### config.mk
export PLATFORM = sky130hd
export DESIGN_NAME = imem_loader
export DESIGN_NICKNAME = d
export VERILOG_FILES = /design/src/rtl/loader_pkg.sv /design/src/rtl/loader_word_asm.sv /design/src/rtl/imem_loader.sv
export SDC_FILE = /design/constraint.sdc
export NUM_CORES = 1
export LEC_CHECK = 0
export ABC_AREA = 1
export CORE_MARGIN = 1.5
export CORE_UTILIZATION = 40
export DETAILED_ROUTE_END_ITERATION = 6
export DONT_BUFFER_PORTS = 1
export REMOVE_ABC_BUFFERS = 1
export SLEW_MARGIN = 20
export SYNTH_ARGS = -nofsm -noshare
export SYNTH_HDL_FRONTEND = slang
export SYNTH_SLANG_ARGS = --single-unit
### constraint.sdc
create_clock -name clk -period 1.55 [get_ports clk]
set_input_delay 0.155 -clock clk [delete_from_list [all_inputs] [get_ports clk]]
set_output_delay 0.155 -clock clk [all_outputs]
set_load 0.02 [all_outputs]
### src/rtl/loader_pkg.sv
// Shared types and constants for the boot-time instruction memory loader.
// The optional trailing checksum byte is enabled by defining LOADER_CHECKSUM_EN.
package loader_pkg;

    // Loader progress through the boot image
    typedef enum logic [2:0] {
        HDR_LO,
        HDR_HI,
        DATA,
        CHK,
        DONE,
        ERROR
    } loader_state_e;

    // Header is a little-endian word count
    localparam int HDR_BYTES      = 2;
    // Instruction words are assembled from this many stream bytes
    localparam int BYTES_PER_WORD = 4;

endpackage

### src/rtl/loader_word_asm.sv
// Little-endian word assembler: collects bytes into a 32-bit word and flags
// the byte that completes it. The completed word is presented combinationally
// alongside word_valid so the caller can register it on the same edge.
module loader_word_asm
    import loader_pkg::*;
(
    input  logic        clk,
    input  logic        rst,
    input  logic        byte_en,
    input  logic [7:0]  byte_in,
    output logic        word_valid,
    output logic [31:0] word_out
);

    logic [1:0]  idx_q, idx_d;
    logic [23:0] shift_q, shift_d;

    // Next byte index and shift contents; new bytes enter at the top so the
    // first byte of a word ends up in bits 7:0
    always_comb begin
        idx_d   = idx_q;
        shift_d = shift_q;
        if (byte_en) begin
            idx_d   = idx_q + 2'd1;
            shift_d = {byte_in, shift_q[23:8]};
        end
    end

    assign word_valid = byte_en && (idx_q == 2'(BYTES_PER_WORD - 1));
    assign word_out   = {byte_in, shift_q};

    // Byte index and partial-word storage; reset discards any partial word
    always_ff @(posedge clk) begin
        if (!rst) begin
            idx_q   <= '0;
            shift_q <= '0;
        end else begin
            idx_q   <= idx_d;
            shift_q <= shift_d;
        end
    end

endmodule

### src/rtl/imem_loader.sv
// Boot-time program loader: parses a byte stream (2-byte word count, then
// little-endian instruction words), writes the words sequentially into the
// instruction memory and holds the core in reset until the image is in.
// Define LOADER_CHECKSUM_EN to require a trailing XOR checksum byte.
module imem_loader
    import loader_pkg::*;
#(
    parameter int ADDR_W    = 10,
    parameter int MAX_WORDS = 1024
) (
    input  logic              clk,
    input  logic              rst,
    input  logic              s_valid,
    input  logic [7:0]        s_data,
    output logic              s_ready,
    output logic              imem_we,
    output logic [ADDR_W-1:0] imem_addr,
    output logic [31:0]       imem_wdata,
    output logic              core_rst,
    output logic              done,
    output logic              error
);

    localparam int HDR_W = 8 * HDR_BYTES;

    loader_state_e     state_q, state_d;
    logic [HDR_W-1:0]  n_q, n_d;
    logic [HDR_W-1:0]  n_hdr;
    logic [ADDR_W:0]   word_cnt_q, word_cnt_d;
    logic              imem_we_q, imem_we_d;
    logic [ADDR_W-1:0] imem_addr_q, imem_addr_d;
    logic [31:0]       imem_wdata_q, imem_wdata_d;
    logic              core_rst_q, core_rst_d;
    logic              done_q, done_d;
    logic              error_q, error_d;
    logic              accept;
    logic              asm_en;
    logic              word_valid;
    logic [31:0]       word_out;
    logic              last_word;

    // Ready is gated by reset so nothing is accepted while the loader is held
    assign s_ready = rst && (state_q == HDR_LO || state_q == HDR_HI ||
                             state_q == DATA   || state_q == CHK);
    assign accept  = s_valid && s_ready;
    assign asm_en  = accept && (state_q == DATA);

    assign n_hdr     = {s_data, n_q[HDR_W-9:0]};
    assign last_word = (HDR_W'(word_cnt_q) + HDR_W'(1)) == n_q;

    loader_word_asm u_word_asm (
        .clk        (clk),
        .rst        (rst),
        .byte_en    (asm_en),
        .byte_in    (s_data),
        .word_valid (word_valid),
        .word_out   (word_out)
    );

`ifdef LOADER_CHECKSUM_EN
    logic [7:0] csum_q, csum_d;

    // Running XOR of every payload byte
    always_comb begin
        csum_d = csum_q;
        if (asm_en) begin
            csum_d = csum_q ^ s_data;
        end
    end

    // Checksum accumulator storage
    always_ff @(posedge clk) begin
        if (!rst) begin
            csum_q <= '0;
        end else begin
            csum_q <= csum_d;
        end
    end
`endif

    // Next-state and output logic for the load sequence
    always_comb begin
        state_d      = state_q;
        n_d          = n_q;
        word_cnt_d   = word_cnt_q;
        imem_we_d    = 1'b0;
        imem_addr_d  = imem_addr_q;
        imem_wdata_d = imem_wdata_q;

        case (state_q)
            HDR_LO: begin
                if (accept) begin
                    n_d     = {{(HDR_W - 8){1'b0}}, s_data};
                    state_d = HDR_HI;
                end
            end
            HDR_HI: begin
                if (accept) begin
                    n_d = n_hdr;
                    if (n_hdr == '0 || n_hdr > HDR_W'(MAX_WORDS)) begin
                        state_d = ERROR;
                    end else begin
                        state_d = DATA;
                    end
                end
            end
            DATA: begin
                if (word_valid) begin
                    imem_we_d    = 1'b1;
                    imem_addr_d  = word_cnt_q[ADDR_W-1:0];
                    imem_wdata_d = word_out;
                    word_cnt_d   = word_cnt_q + 1'b1;
                    if (last_word) begin
`ifdef LOADER_CHECKSUM_EN
                        state_d = CHK;
`else
                        state_d = DONE;
`endif
                    end
                end
            end
`ifdef LOADER_CHECKSUM_EN
            CHK: begin
                if (accept) begin
                    state_d = (s_data == csum_q) ? DONE : ERROR;
                end
            end
`endif
            default: begin
                // DONE and ERROR are terminal until reset
                state_d = state_q;
            end
        endcase

        // done trails entry into DONE by one cycle so the last write lands first
        done_d     = (state_q == DONE);
        core_rst_d = !done_d;
        error_d    = (state_d == ERROR);
    end

    // State and registered outputs
    always_ff @(posedge clk) begin
        if (!rst) begin
            state_q      <= HDR_LO;
            n_q          <= '0;
            word_cnt_q   <= '0;
            imem_we_q    <= 1'b0;
            imem_addr_q  <= '0;
            imem_wdata_q <= '0;
            core_rst_q   <= 1'b1;
            done_q       <= 1'b0;
            error_q      <= 1'b0;
        end else begin
            state_q      <= state_d;
            n_q          <= n_d;
            word_cnt_q   <= word_cnt_d;
            imem_we_q    <= imem_we_d;
            imem_addr_q  <= imem_addr_d;
            imem_wdata_q <= imem_wdata_d;
            core_rst_q   <= core_rst_d;
            done_q       <= done_d;
            error_q      <= error_d;
        end
    end

    assign imem_we    = imem_we_q;
    assign imem_addr  = imem_addr_q;
    assign imem_wdata = imem_wdata_q;
    assign core_rst   = core_rst_q;
    assign done       = done_q;
    assign error      = error_q;

endmodule

==> flow_metrics.env <==
export IMPL_outcome="finished, violations left"
export IMPL_violations="negative setup slack"
export IMPL_synthArstFlopShare_pct=0
export IMPL_start_util_pct=41.8
export IMPL_antenna_found_initial=0
export IMPL_gp_routability_congestion=0.897
export IMPL_die_h_microns=105
export IMPL_worstPathMaxFanout=5
export IMPL_wirelength_microns=10700
export IMPL_max_cap_viol_count=0
export IMPL_path_clk_slew_ns=0.11
export IMPL_htree_levels=3
export IMPL_grt_overflow=0
export IMPL_p_sw_mw=1.21
export IMPL_worst_slack_ns=-0.192
export IMPL_seqPwrFrac_pct=58.5
export IMPL_synth_seq_cells=102
export IMPL_layout_min_cycle_time_ns=1.74
export IMPL_critPathRequiredTime_ns=1.80
export IMPL_portBuffers=0
export IMPL_crit_path_end_kind="register"
export IMPL_die_x_microns=105
export IMPL_p_comb_share_pct=6.5
export IMPL_clock_power_share_pct=35.0
export IMPL_io_pins=58
export IMPL_hold_depth=2
export IMPL_final_cells=746
export IMPL_cts_buffers_inserted=9
export IMPL_start_kind="register"
export IMPL_ys_seq_area_share_pct=49.2
export IMPL_drive_gt1_share_pct=19.7
export IMPL_synth_top_area_share_pct=49.2
export IMPL_syn_inst=567
export IMPL_hold_viol_final=0
export IMPL_dieArea_sq_um=11000
export IMPL_setup_violations=7
export IMPL_fin_skew_ns=0.0127
export IMPL_fp_row_count=36
export IMPL_antenna_left=0
export IMPL_synth_warnings=0
export IMPL_drt_iter0_markers=180
export IMPL_power_density_nw_per_um2=884
export IMPL_postSynthAreaPerCell_sq_um=7.31
export IMPL_synth_enable_flop_cells=0
export IMPL_grtUsageTotal_pct=19.0
export IMPL_reg2reg_depth=14
export IMPL_power_leakage_nw=2.06
export IMPL_max_freq_mhz=574
export IMPL_drv_slew=0
export IMPL_arrival_ns=1.99
export IMPL_wl_per_cell_microns=14.4
export IMPL_rsz0062_at_grt="yes"
export IMPL_switching_share_pct=26.4
export IMPL_netlist_top_cells_area="dfxtp_1 (49%), o21ai_0 (11%), nand2_1 (11%)"
export IMPL_p_int_mw=3.37
export IMPL_synth_most_common_cell="nand2_1"
export IMPL_via_per_inst=5.10
export IMPL_grt_max_degree=86
export IMPL_synthFlopType="dfxtp_1"
export IMPL_final_net_count=622
export IMPL_synthDistinctLibCells=28
export IMPL_cts_root_buffer="clkbuf_8"
export IMPL_use_met2_pct=31.1
export IMPL_max_vdd_ir_drop_mv=0.582
export IMPL_place_ws_ns=-0.205
export IMPL_dp_cells=705
export IMPL_grt_pass1_wl_microns=16800
export IMPL_synth_common_cells="nand2_1 (119), dfxtp_1 (102), o21ai_0 (90), nor2_1 (77), inv_1 (48)"
export IMPL_met1_usage_pct=24.4
export IMPL_synthToLayoutAreaGrowth_pct=25.0
export IMPL_syn_area_sq_um=4150
export IMPL_core_sq_um=9910
export IMPL_top_usage_layer="met2"
export IMPL_num_vias=3808
export IMPL_met3_usage_pct=4.74
export IMPL_antenna_cells=0
export IMPL_cts_sinks=102
export IMPL_period_share_pct=112
export IMPL_drt_pass1_iterations=7
export IMPL_hold_class="in2reg"
export IMPL_drc=0
export IMPL_clk_latency_ns=0.38
export IMPL_yosys_area_top_type="dfxtp_1"
export IMPL_max_slew_margin_pct=60.0
export IMPL_path_class="reg2reg"
export IMPL_grt_pass1_vias=3464
export IMPL_tightest_slew_ns=0.599
export IMPL_hpwl_microns=6760
export IMPL_cts_tree="done"
export IMPL_clockBufferDepth=2
[sequential cells by signal, indices dropped and copies added (netlist names)]
signal / flops
imem_wdata: 32
u_word_asm.shift_q: 24
n_q: 16
word_cnt_q: 11
imem_addr: 10
state_q: 3
u_word_asm.idx_q: 2
core_rst: 1
done: 1
error: 1
imem_we: 1
[placed cells by master (no fill, tap or decap), types with 6 or more instances in the layout]
master	instances
clkbuf_8	9
buf_4	34
o21ai_2	9
o21ai_0	75
nand2_1	115
dfxtp_2	6
inv_1	45
o21ai_1	8
nor2_1	71
nor2_4	7
nand3_1	28
dlygate4sd3_1	8
dfxtp_1	94
nand2_2	6
a21oi_1	36
buf_6	6
[path summary, 6_finish.rpt]
check,end,from,slack [ns]
worst min register to register,n_q[15],n_q[15],0.47
worst max register to register,state_q[1],word_cnt_q[1],-0.19
worst max-delay path,state_q[1],word_cnt_q[1],-0.19
worst min-delay path,u_word_asm.shift_q[18],s_data[2],0.03
[cell families (layout without fill, tap and decap cells)]
logic type,count (synthesis),in the layout,synth area share [%]
AOI/OAI and AO/OA,137,137,16.6
xor gates and xnor gates,1,1,0.211
adders and majority gates,2,2,0.603
buffers and inverters,77,123,7.69
DFF,102,102,49.2
and+or+nand+nor,248,248,25.6
[per-layer routing]
layer | share of wire [%] | routed length [microns] | vias to the layer above
met2 | 46 | 4920 | 101
met5 | 0 | 0 | -
li1 | - | - | 1932
met4 | 2.2 | 234 | 0
met3 | 5.7 | 609 | 20
met1 | 46 | 4950 | 1755
[power groups by stage]
stage	Combinational [mW]	Clock (mW)	Sequential [mW]
2_1_floorplan	0.137	0	2.74
3_3_place_gp	0.201	0	2.74
3_5_place_dp	0.204	0	2.74
4_1_cts	0.266	1.64	2.68
5_1_grt	0.333	1.74	2.69
6_report	0.297	1.60	2.68
[worst max-delay path: stages (launching register included)]
cell and delay, ns:
dfxtp_4 0.38, buf_6 0.12, nand2_4 0.05, nor2_4 0.19, nand2_2 0.09, nand2_1 0.08, nand3_1 0.07, nand2_1 0.10
nand2_1 0.07, nor2_2 0.09, nand4_1 0.14, nand2_1 0.11, nand2_1 0.05, nand2_1 0.05, nor2_1 0.03
[layout make-up]
cell class	instances	area [sq um]
clock buffers	9	124
clock inverters	6	53.8
fillers	974	4730
inverters	49	184
multi-input cells	388	1950
flip-flops and latches	102	2060
well taps	133	166
repair buffers	59	646
[stage by stage]
step	setup TNS [ns]	utilization, %	cell area [sq um]	hold slack (ns)	total power [mW]
3_3_place_gp	-0.274	45.2	4480	0.266	2.95
5_1_grt	-2.34	52.3	5180	0.0280	4.76
3_5_place_dp	-0.468	45.2	4480	0.272	2.95
4_1_cts	-0.371	48.8	4830	0.00316	4.59
6_report	-0.511	52.3	5180	0.0272	4.58
2_1_floorplan	-122.92	-	4010	0.253	2.88
[what timing repair did]
item,CTS,global route
gates cloned,0,5
hold endpoints to repair,94,0
hold buffers,9,0
endpoints found under the setup margin,19,62
pin swaps,6,11
resized for setup,16,58
setup buffers,2,10
No activity file was read; power rests on OpenSTA's default activity.
